$ cat config.mk
export PLATFORM = sky130hd
export DESIGN_NAME = slave_port_ctrl
export DESIGN_NICKNAME = d
export VERILOG_FILES = /design/src/rtl/slave_pkg.sv /design/src/rtl/slave_rd_mux.sv /design/src/rtl/slave_port_ctrl.sv
export SDC_FILE = /design/constraint.sdc
export NUM_CORES = 1
export LEC_CHECK = 0
export CAP_MARGIN = 10
export CORE_UTILIZATION = 41
export CTS_CLUSTER_DIAMETER = 30
export DETAILED_ROUTE_END_ITERATION = 7
export PLACE_DENSITY_LB_ADDON = 0.15
export SLEW_MARGIN = 20
export SYNTH_ARGS = -nofsm -noshare
export SYNTH_HDL_FRONTEND = slang
export SYNTH_SLANG_ARGS = --single-unit
$ cat constraint.sdc
create_clock -name CLK -period 2.4 [get_ports CLK]
set_input_delay 0.48 -clock CLK [delete_from_list [all_inputs] [get_ports CLK]]
set_output_delay 0.48 -clock CLK [all_outputs]
set_load 0.02 [all_outputs]
$ cat src/rtl/slave_pkg.sv
// Shared definitions for the bus-slave port: FSM encoding, default widths
// and a constant-evaluable log2 helper.
package slave_pkg;

  typedef enum logic [1:0] {
    ST_IDLE = 2'd0,
    ST_WAIT = 2'd1,
    ST_ACK  = 2'd2,
    ST_HOLD = 2'd3
  } state_e;

  localparam int DEF_AW       = 10;
  localparam int DEF_DW       = 32;
  localparam int DEF_NCH      = 4;
  localparam int DEF_SEL_LSB  = 5;
  localparam int DEF_REG_AW   = 5;
  localparam int DEF_WAIT_CYC = 1;

  // Wait-state counter width; WAIT_CYC is limited to 0..15.
  localparam int WAIT_CW = 4;

  // Ceiling log2, usable in parameter expressions.
  function automatic int clog2(input int n);
    int r;
    r = 0;
    for (int i = 0; i < 31; i++) begin
      if ((1 << i) < n) r = i + 1;
    end
    return r;
  endfunction

endpackage

$ cat src/rtl/slave_rd_mux.sv
// NCH:1 readback channel mux; channel k lives at bank_i[k*DW +: DW].
module slave_rd_mux
  import slave_pkg::*;
#(
  parameter int NCH  = DEF_NCH,
  parameter int DW   = DEF_DW,
  parameter int SELW = clog2(DEF_NCH)
) (
  input  logic [NCH*DW-1:0] bank_i,
  input  logic [SELW-1:0]   sel_i,
  output logic [DW-1:0]     dout_o
);

  // Pick the selected channel; purely combinational, registered by the caller.
  always_comb begin
    dout_o = '0;
    for (int k = 0; k < NCH; k++) begin
      if (sel_i == SELW'(k)) dout_o = bank_i[k*DW +: DW];
    end
  end

endmodule

$ cat src/rtl/slave_port_ctrl.sv
// Parametrised host-bus slave port: sequences one bus cycle per CARD_SEL,
// inserts programmable wait states, returns readback data on SDO and issues
// single-cycle read/write strobes towards the register file.
//
// state | meaning
// IDLE  | waiting for CARD_SEL; latches address, direction and write data
// WAIT  | counting wait states; CARD_SEL low aborts without side effects
// ACK   | one cycle: loads SDO (read) or fires WR_STB (write), drives SACK_N low
// HOLD  | keeps SACK_N low until CARD_SEL drops, then back to IDLE
module slave_port_ctrl
  import slave_pkg::*;
#(
  parameter int AW       = DEF_AW,
  parameter int DW       = DEF_DW,
  parameter int NCH      = DEF_NCH,
  parameter int SEL_LSB  = DEF_SEL_LSB,
  parameter int REG_AW   = DEF_REG_AW,
  parameter int WAIT_CYC = DEF_WAIT_CYC
) (
  input  logic              CLK,
  input  logic              RESET_N,
  input  logic              CARD_SEL,
  input  logic [AW-1:0]     AI,
  input  logic              WR_IN_N,
  input  logic [DW-1:0]     SDI,
  input  logic [NCH*DW-1:0] RD_BANK,
  output logic              SACK_N,
  output logic [DW-1:0]     SDO,
  output logic [REG_AW-1:0] REG_ADDR,
  output logic              WR_STB,
  output logic [DW-1:0]     WR_DATA,
  output logic              RD_STB,
  output logic              BUSY
);

  localparam int SELW = clog2(NCH);

  // The down-counter is loaded with WAIT_CYC-1 so that terminal count (0)
  // is reached after exactly WAIT_CYC cycles in WAIT.
  localparam logic [WAIT_CW-1:0] WAIT_LOAD =
    (WAIT_CYC > 0) ? WAIT_CW'(WAIT_CYC - 1) : '0;

  state_e              state_q, state_d;
  logic [WAIT_CW-1:0]  wait_cnt_q, wait_cnt_d;
  logic [SELW-1:0]     sel_lat_q, sel_lat_d;
  logic                rd_lat_q, rd_lat_d;
  logic [DW-1:0]       wr_data_q, wr_data_d;
  logic [REG_AW-1:0]   reg_addr_q, reg_addr_d;
  logic [DW-1:0]       sdo_q, sdo_d;
  logic                sack_n_q, sack_n_d;
  logic                wr_stb_q, wr_stb_d;
  logic                rd_stb_q, rd_stb_d;
  logic                busy_q, busy_d;
  logic [DW-1:0]       rd_mux_out;

  // Address bits outside the register and channel fields carry no meaning here.
  logic                unused_ai;
  assign unused_ai = ^AI;

  slave_rd_mux #(
    .NCH  (NCH),
    .DW   (DW),
    .SELW (SELW)
  ) u_rd_mux (
    .bank_i (RD_BANK),
    .sel_i  (sel_lat_q),
    .dout_o (rd_mux_out)
  );

  // Next-state and next-output computation for the bus-cycle sequencer.
  always_comb begin
    state_d    = state_q;
    wait_cnt_d = wait_cnt_q;
    sel_lat_d  = sel_lat_q;
    rd_lat_d   = rd_lat_q;
    wr_data_d  = wr_data_q;
    reg_addr_d = reg_addr_q;
    sdo_d      = sdo_q;
    sack_n_d   = sack_n_q;
    wr_stb_d   = 1'b0;
    rd_stb_d   = 1'b0;

    unique case (state_q)
      ST_IDLE: begin
        if (CARD_SEL) begin
          sel_lat_d  = AI[SEL_LSB +: SELW];
          rd_lat_d   = WR_IN_N;
          wr_data_d  = SDI;
          reg_addr_d = AI[REG_AW-1:0];
          if (WAIT_CYC > 0) begin
            state_d    = ST_WAIT;
            wait_cnt_d = WAIT_LOAD;
          end else begin
            state_d = ST_ACK;
          end
        end
      end
      ST_WAIT: begin
        if (!CARD_SEL) begin
          state_d    = ST_IDLE;
          wait_cnt_d = '0;
        end else if (wait_cnt_q == '0) begin
          state_d = ST_ACK;
        end else begin
          wait_cnt_d = wait_cnt_q - 1'b1;
        end
      end
      ST_ACK: begin
        // Strobe fires even if CARD_SEL already dropped; HOLD then releases.
        if (rd_lat_q) begin
          sdo_d    = rd_mux_out;
          rd_stb_d = 1'b1;
        end else begin
          wr_stb_d = 1'b1;
        end
        sack_n_d = 1'b0;
        state_d  = ST_HOLD;
      end
      ST_HOLD: begin
        if (!CARD_SEL) begin
          sack_n_d = 1'b1;
          state_d  = ST_IDLE;
        end
      end
      default: begin
        state_d  = ST_IDLE;
        sack_n_d = 1'b1;
      end
    endcase

    busy_d = (state_d != ST_IDLE);
  end

  // State, counter, latches and registered outputs.
  always_ff @(posedge CLK or negedge RESET_N) begin
    if (!RESET_N) begin
      state_q    <= ST_IDLE;
      wait_cnt_q <= '0;
      sel_lat_q  <= '0;
      rd_lat_q   <= 1'b0;
      wr_data_q  <= '0;
      reg_addr_q <= '0;
      sdo_q      <= '0;
      sack_n_q   <= 1'b1;
      wr_stb_q   <= 1'b0;
      rd_stb_q   <= 1'b0;
      busy_q     <= 1'b0;
    end else begin
      state_q    <= state_d;
      wait_cnt_q <= wait_cnt_d;
      sel_lat_q  <= sel_lat_d;
      rd_lat_q   <= rd_lat_d;
      wr_data_q  <= wr_data_d;
      reg_addr_q <= reg_addr_d;
      sdo_q      <= sdo_d;
      sack_n_q   <= sack_n_d;
      wr_stb_q   <= wr_stb_d;
      rd_stb_q   <= rd_stb_d;
      busy_q     <= busy_d;
    end
  end

  assign SACK_N   = sack_n_q;
  assign SDO      = sdo_q;
  assign REG_ADDR = reg_addr_q;
  assign WR_STB   = wr_stb_q;
  assign WR_DATA  = wr_data_q;
  assign RD_STB   = rd_stb_q;
  assign BUSY     = busy_q;

endmodule

==> results.txt, run 1 <==
----------------------------------------------------
[Setup path]
  Combined buffer and inverter count along the critical path ... 1
  Largest fanout of any net on the critical path ... 2
  Endpoint arrival time on the critical path ... between 1 and 1.5 ns
  Highest-delay cell along the critical path ... sky130_fd_sc_hd__clkdlybuf4s50_1
  Worst Path Class, Setup ... reg2out
  Number of logic stages on the critical path including buffering ... 1
  Worst Setup End Kind ... output port
  Crit start category ... register
  CP required ... ~1.9 ns
  Worst r2r path cells ... 4
  Slack of the worst reg-to-reg path ... 0.57 ns
  Cells along the critical path ... clkdlybuf4s50_1
  CP peak stage delay ... between 0.5 and 0.6 ns
  Top cell family by delay on the critical path ... buffers and inverters

[Yosys]
  Cells after synthesis ... 311
  Ys flop type ... sky130_fd_sc_hd__dfrtp_1
  Number of library cell types mapped by synthesis ... 32
  Cell type contributing the most total cell area after synthesis ... sky130_fd_sc_hd__dfrtp_1
  Mean instance size in the synthesized netlist ... 13.0 um^2
  FF+latch count, synth ... 82
  Ys Warns ... 0
  Synth top area cells ... sky130_fd_sc_hd__dfrtp_1, sky130_fd_sc_hd__mux2i_1, sky130_fd_sc_hd__o221ai_2, sky130_fd_sc_hd__mux2_2, sky130_fd_sc_hd__mux2_1
  Mapped Nets ... just under 500
  Area fraction of the dominant cell type after synthesis ... 50.0%
  Sequential element share of the synthesized area ... 50.7%
  Async set-reset flop share out of synthesis ... 100%
  Post-synthesis cell area ... 4050 um^2
  Number of flops mapped to enable cells by yosys ... 0

[Global routing]
  Gr ovfl total ... 0
  Via count of the first global-routing pass ... 3535
  Gr usage total ... 23.6%
  Largest net degree at the start of global routing ... 38
  Initial antenna violation count ... 0
  Global-route wire length before repair ... about 18000 um

[Pwr]
  Sw frac ... 38.2%
  Clk pwr share ... 14.2%
  Reported net switching power ... slightly above 3 mW
  Peak ir drop on the vdd network ... approximately 0.65 mV
  Combinational Power Share ... about 55%
  Leakage ... 2.94 nW
  Power per cell area ... 1170 nW/um^2
  Cell internal pwr ... 5.01 mW
  Sequential Power Share ... 31.2%

[Placed design]
  Number of buffers added on ports ... around 240
  Post-detail-place hpwl ... 9350 um
  Worst setup slack before clock tree synthesis ... 0.317 ns
  Final estimated routing congestion in global placement ... between 0.7 and 0.8
  Total placed cells including tap cells ... approximately 670

[Outcome]
  Status ... finished, final reports clean

[Die]
  Die height ... 101 um
  Site row count ... 35
  Core region area ... about 9400 um^2
  Area of the die ... between 10000 and 15000 um^2
  Die Span X ... 101 um
  Count of boundary I/O pins ... about 250
  Initial core utilization ... 43.0%

[CTS]
  Number of buffers added by the clock tree synthesis step ... 9
  Depth of the CTS H-tree ... 3
  # resized after CTS ... 0
  Root buf cell ... sky130_fd_sc_hd__clkbuf_8
  Hold buffer count at CTS ... 0
  TritonCTS clock tree ... yes
  Clock sink total ... 82
  Clock tree buffer depth ... 2
  Setup fix buffers added after clock tree synthesis ... 0
  Clock latency reported for the late side of the worst-skew pair ... 0.34 ns
  Clock-pin slew reported for the worst setup and hold paths after clock tree synthesis ... 0.09 ns

[Timing]
  Normalized max-slew margin ... 65.1%
  Final-report setup violation count ... 0
  Smallest setup slack after layout ... 0.437 ns
  RSZ-0062 raised after global routing ... no
  Setup TNS ... 0 ns
  Minimum hold slack ... 0.0866 ns
  Largest clock skew in the final design ... 0.0148 ns
  Final hold violations ... 0
  Final period utilization ... 81.8%
  Minimum clock period after layout ... just under 2 ns
  Final Slew Violations ... 0
  Worst Max-Slew Pin Slew ... 0.521 ns
  Fmax ... 509 MHz

[Cells and area]
  Fill cell total of the finished layout ... between 600 and 700
  Most common library cell in the layout ignoring fill and taps ... sky130_fd_sc_hd__clkdlybuf4s50_1
  Area taken by flip-flops and latches ... 2060 um^2
  Share of cells above drive strength 1 ... 14.4%
  Area used by multi-input combinational logic ... 1850 um^2
  Synth-to-layout area growth ... 70.4%
  Number of nets in the layout ... 732
  Most frequent cells in the layout ... sky130_fd_sc_hd__clkdlybuf4s50_1, sky130_fd_sc_hd__dfrtp_1, sky130_fd_sc_hd__mux2i_1, sky130_fd_sc_hd__nand2_1, sky130_fd_sc_hd__mux2_2
  Number of cells in the finished layout apart from fillers ... 690
  Total inserted antenna cells ... 0

[Detailed routing]
  Total via count in the routed design ... 3471
  Via/cell ratio ... 5.03
  Detailed Route WL ... 12000 um
  Antenna-violating nets left ... 0
  Routed wire per std cell ... about 17 um
  Starting DRT DRC Count ... 84
  DRC Markers ... 0
  First-pass iteration count of the detailed router ... 4

[Flow run]
  Max cap viols ... 0

[Min path]
  Hold Crit Class ... in2async

----------------------------------------------------
[power groups by stage]
stage / combinational [mW] / clock (mW) / sequential, mW
final: 4.42 / 1.15 / 2.53
after global routing: 4.69 / 1.23 / 2.63
after CTS: 4.47 / 1.18 / 2.54
after detailed placement: 4.45 / 0 / 2.56
after global placement: 4.39 / 0 / 2.51
after floorplan: 1.83 / 0 / 3.14
[registers in the layout, indices dropped and copies added (netlist names)]
register,cells
BUSY,1
RD_STB,1
REG_ADDR,5
SACK_N,1
SDO,32
WR_DATA,32
WR_STB,1
rd_lat_q,1
sel_lat_q,2
state_q,2
wait_cnt_q,4
[path summary, 6_finish.rpt]
kind                              from           to
min in group CLK           WR_DATA[22]  WR_DATA[22]
setup / recovery                SACK_N       SACK_N
hold reg to reg            WR_DATA[22]  WR_DATA[22]
setup reg to reg            state_q[0]       SDO[5]
max in group asynchronous      RESET_N      SDO[12]
hold / removal                 RESET_N       SDO[4]
[worst register-to-register path, stage by stage (launching register included)]
cell and delay, ns:
sky130_fd_sc_hd__dfrtp_1 0.50, sky130_fd_sc_hd__and2b_2 0.32, sky130_fd_sc_hd__nand3b_2 0.41, sky130_fd_sc_hd__buf_12 0.34
sky130_fd_sc_hd__o221ai_1 0.17
[area by class of cell]
type                       instances  area share (%)
sequential                        82            29.8
timing repair buffer             256            37.3
tap                              129            2.34
multi-input combinational        202            26.9
clock buffer                      10            1.99
clock inverter                     6            1.38
inverter                           5           0.272
[per-stage QoR]
stage / area (um^2) / power, mW / utilization (%)
floorplan: 4050 / 4.97 / -
finish: 6900 / 8.10 / 73.3
global route: 6900 / 8.55 / 73.3
CTS: 6900 / 8.19 / 73.3
detailed placement: 6670 / 7.01 / 70.8
global placement: 6670 / 6.90 / 70.8
[cells by family (layout without fill, tap and decap cells)]
kind of cell | Yosys count | after routing | share of synthesized area [%]
AO/OA/AOI/OAI | 42 | 42 | 11.4
adder cells (fa/ha/maj) | 2 | 2 | 0.618
buffers and inverters | 27 | 277 | 3.71
flip-flops | 82 | 82 | 50.7
multiplexers | 107 | 107 | 27.7
AND/OR/NAND/NOR | 51 | 51 | 5.96
[synthesized netlist by cell type, drive strengths merged, types with 2 or more instances]
cell type   n
a21oi       3
buf        19
clkbuf      3
dfrtp      81
ha          2
inv         5
mux2       40
mux2i      67
nand2      37
nand3b      2
nor2        3
nor3        3
o21ai       3
o221ai     32
[metal layers]
metal | GRT usage (%) | share of wire [%]
met4 | 6.80 | 0.63
met1 | 27.5 | 39
met5 | 0 | 0
met3 | 8.90 | 11
met2 | 40.7 | 50
Note: power is estimated with default switching activity, not from simulation.
==> run 2: changes to the inputs <==
Settings changed: CORE_UTILIZATION 41 to 34.
Clock period 2.4 ns to 1.6 ns, I/O delays scaled along.
==> run 2 against run 1 <==
Against the previous run: the run now ends with DRC left; hold slack better by 0.40 ns; first-iteration DRC count grew 140%; sequential share of layout area shrank 0.41 points; total power is 46% higher; worst setup slack worse by 0.34 ns; highest routed layer unchanged.
==> results.txt, run 2 (synthesized netlist as in run 1, its figures left out) <==
----------------------------------------------------
[Setup path]
  Endpoint arrival time on the critical path ... 1.72 ns (was 1.48 ns)
  Highest-delay cell along the critical path ... sky130_fd_sc_hd__dfrtp_1 (was sky130_fd_sc_hd__clkdlybuf4s50_1)
  CP required ... 1.82 ns (was 1.92 ns)
  Worst Path Class, Setup ... reg2reg (was reg2out)
  CP peak stage delay ... 0.43 ns (was 0.59 ns)
  Largest fanout of any net on the critical path ... 5 (was 2)
  Crit start category ... register (unchanged)
  Cells along the critical path ... inv_1 > ha_1 > nor3b_4 > buf_4 > mux2i_1 > o21ai_1 (was clkdlybuf4s50_1)
  Worst Setup End Kind ... register (was output port)

[Detailed routing]
  Antenna-violating nets left ... 0 (unchanged)
  Total via count in the routed design ... 3474 (was 3471)
  Detailed Route WL ... 12200 um (was 12000 um)
  Via/cell ratio ... 4.91 (was 5.03)
  Starting DRT DRC Count ... 205 (was 84)
  Routed wire per std cell ... 17.2 um (was 17.5 um)
  DRC Markers ... 40 (was 0)
  Metal3 WL ... 1450 um (was 1300 um)
  Top sig layer ... met4 (unchanged)
  Routed wl met2 ... 5780 um (was 5990 um)
  Detailed-routing wirelength on met1 ... 4810 um (was 4680 um)
  First-pass iteration count of the detailed router ... 6 (was 4)

[Timing]
  RSZ-0062 raised after global routing ... no (unchanged)
  Normalized max-slew margin ... 69.9% (was 65.1%)
  Fmax ... 665 MHz
  Worst Max-Slew Pin Slew ... 0.452 ns (was 0.521 ns)
  Largest clock skew in the final design ... 0.00693 ns (was 0.0148 ns)
  Final period utilization ... between 90% and 100%
  Final-report setup violation count ... 0 (unchanged)
  Minimum clock period after layout ... 1.50 ns
  Final Slew Violations ... 0 (unchanged)
  Final hold violations ... 0 (unchanged)

[CTS]
  Clock-pin slew reported for the worst setup and hold paths after clock tree synthesis ... 0.06 ns (was 0.09 ns)
  Root buf cell ... sky130_fd_sc_hd__clkbuf_16 (was sky130_fd_sc_hd__clkbuf_8)
  Clock latency reported for the late side of the worst-skew pair ... 0.33 ns (was 0.34 ns)
  Number of buffers added by the clock tree synthesis step ... 9 (unchanged)
  Depth of the CTS H-tree ... 3 (unchanged)
  Clock tree buffer depth ... 2 (unchanged)
  Clock sink total ... 82 (unchanged)
  TritonCTS clock tree ... yes (unchanged)

[Pwr]
  Power per cell area ... 1690 nW/um^2 (was 1170 nW/um^2)
  Cell internal pwr ... 7.17 mW (was 5.01 mW)
  Combinational Power Share ... 52.5% (was 54.6%)
  Sequential Power Share ... 30.8% (was 31.2%)
  Leakage ... 3.18 nW (was 2.94 nW)
  Total design power ... 11.8 mW (was 8.10 mW)
  Sw frac ... 39.4% (was 38.2%)
  Clk pwr share ... 16.6% (was 14.2%)
  Peak ir drop on the vdd network ... 0.971 mV (was 0.646 mV)
  Reported net switching power ... 4.67 mW (was 3.10 mW)

[Cells and area]
  Number of nets in the layout ... 736 (was 732)
  Total inserted antenna cells ... 0 (unchanged)
  Share of cells above drive strength 1 ... 15.0% (was 14.4%)
  Most common library cell in the layout ignoring fill and taps ... sky130_fd_sc_hd__clkdlybuf4s50_1 (unchanged)
  Number of cells in the finished layout apart from fillers ... 708 (was 690)
  Synth-to-layout area growth ... 72.8% (was 70.4%)
  Most frequent cells in the layout ... sky130_fd_sc_hd__clkdlybuf4s50_1, sky130_fd_sc_hd__dfrtp_1, sky130_fd_sc_hd__dlygate4sd2_1, sky130_fd_sc_hd__mux2i_1, sky130_fd_sc_hd__nand2_1 (was sky130_fd_sc_hd__clkdlybuf4s50_1, sky130_fd_sc_hd__dfrtp_1, sky130_fd_sc_hd__mux2i_1, sky130_fd_sc_hd__nand2_1, sky130_fd_sc_hd__mux2_2)

[Die]
  Initial core utilization ... 35.2% (was 43.0%)
  Site row count ... 39 (was 35)
  Area of the die ... 12400 um^2 (was 10300 um^2)
  Die Span X ... 111 um (was 101 um)
  Core region area ... 11500 um^2 (was 9420 um^2)
  Die height ... 111 um (was 101 um)
  Count of boundary I/O pins ... 247 (unchanged)

[Global routing]
  Gr usage total ... 20.7% (was 23.6%)
  Initial antenna violation count ... 0 (unchanged)
  Largest net degree at the start of global routing ... 37 (was 38)
  Global-route wire length before repair ... 20100 um (was 18400 um)
  Gr ovfl total ... 0 (unchanged)
  Via count of the first global-routing pass ... 3816 (was 3535)

[Min path]
  Hold Crit Class ... in2async (unchanged)

[Placed design]
  Post-detail-place hpwl ... 9410 um (was 9350 um)
  Final estimated routing congestion in global placement ... 0.774 (was 0.729)
  Number of buffers added on ports ... 243 (unchanged)
  Total placed cells including tap cells ... 691 (was 674)

[Outcome]
  Violations in the final reports ... DRC
  Status ... finished, violations left (was finished, final reports clean)

[Flow run]
  Max cap viols ... 0 (unchanged)

----------------------------------------------------
run 2: cell types whose count changed in the layout (fill, tap and decap cells not counted), sizes merged:
| cell | before | now |
|---|---|---|
| clkdlybuf4s50 | 242 | 169 |
| dlygate4sd2 | 0 | 69 |
| dlymetal6s2s | 0 | 4 |
| buf | 14 | 17 |
| clkinvlp | 0 | 3 |
| bufinv | 2 | 0 |
| inv | 8 | 6 |
| clkbuf | 10 | 11 |
| dlygate4sd3 | 0 | 1 |
run 2: what timing repair did:
| item | 4_1_cts | 5_1_grt |
|---|---|---|
| setup buffers | 0 | 0 |
| hold buffers | 1 | 0 |
| setup endpoints to repair | 69 | 7 |
| hold endpoints to repair | 29 | 0 |
| resized for setup | 69 | 6 |
run 2: metrics by stage:
stage	util (%)	instance area [um^2]	setup WS, ns	TNS, ns	hold WS (ns)
after CTS	60.6	6980	0.000806	0	0.485
after global placement	58.8	6770	-0.206	-7.64	0.299
after global routing	60.8	7000	0.0135	0	0.498
after detailed placement	58.8	6770	-0.235	-8.29	0.300
after floorplan	-	4050	0.168	0	0.0244
final	60.8	7000	0.0972	0	0.482
run 2: power by group through the flow:
stage               clock network [mW]  registers (mW)  logic, mW
finish                            1.97            3.65       6.22
global route                      2.12            3.79       6.67
CTS                               2.03            3.66       6.34
detailed placement                   0            3.71       6.94
global placement                     0            3.67       6.83
floorplan                            0            4.72       2.74
run 2: final cells by class:
type                       count  area (um^2)
clock buffer                  11          253
clock inverter                 5         36.3
fill                         991         4510
inverter                       5         18.8
multi-input combinational    202         1860
sequential                    82         2060
tap                          143          179
timing repair buffer         260         2600
run 2: worst paths after layout:
| path | start | end | slack, ns | cells past startpoint |
|---|---|---|---|---|
| worst max-delay path | wait_cnt_q[0] | wait_cnt_q[0] | 0.1 | 6 |
| worst min-delay path | RESET_N | WR_DATA[18] | 0.48 | 2 |
| worst max register to register | wait_cnt_q[0] | wait_cnt_q[0] | 0.1 | 6 |
| worst min register to register | SDO[12] | SDO[12] | 0.48 | 2 |
| max in group asynchronous | RESET_N | SDO[17] | 0.59 | 3 |
| min in group CLK | SDO[12] | SDO[12] | 0.48 | 2 |
run 2: critical path, delay by kind of cell, from the launching register on:
kind / cells / cell delay (ns)
DFF: 1 / 0.43
AOI/OAI and AO/OA: 1 / 0.07
muxes: 1 / 0.18
buffers and inverters: 2 / 0.27
adders and majority gates: 1 / 0.18
and+or+nand+nor: 1 / 0.26
run 2: metal layers:
layer | vias up | global-route usage (%)
met5 | - | 0
met4 | 0 | 5.95
met3 | 12 | 8.75
met2 | 173 | 34.7
met1 | 1638 | 23.9
li1 | 1651 | -
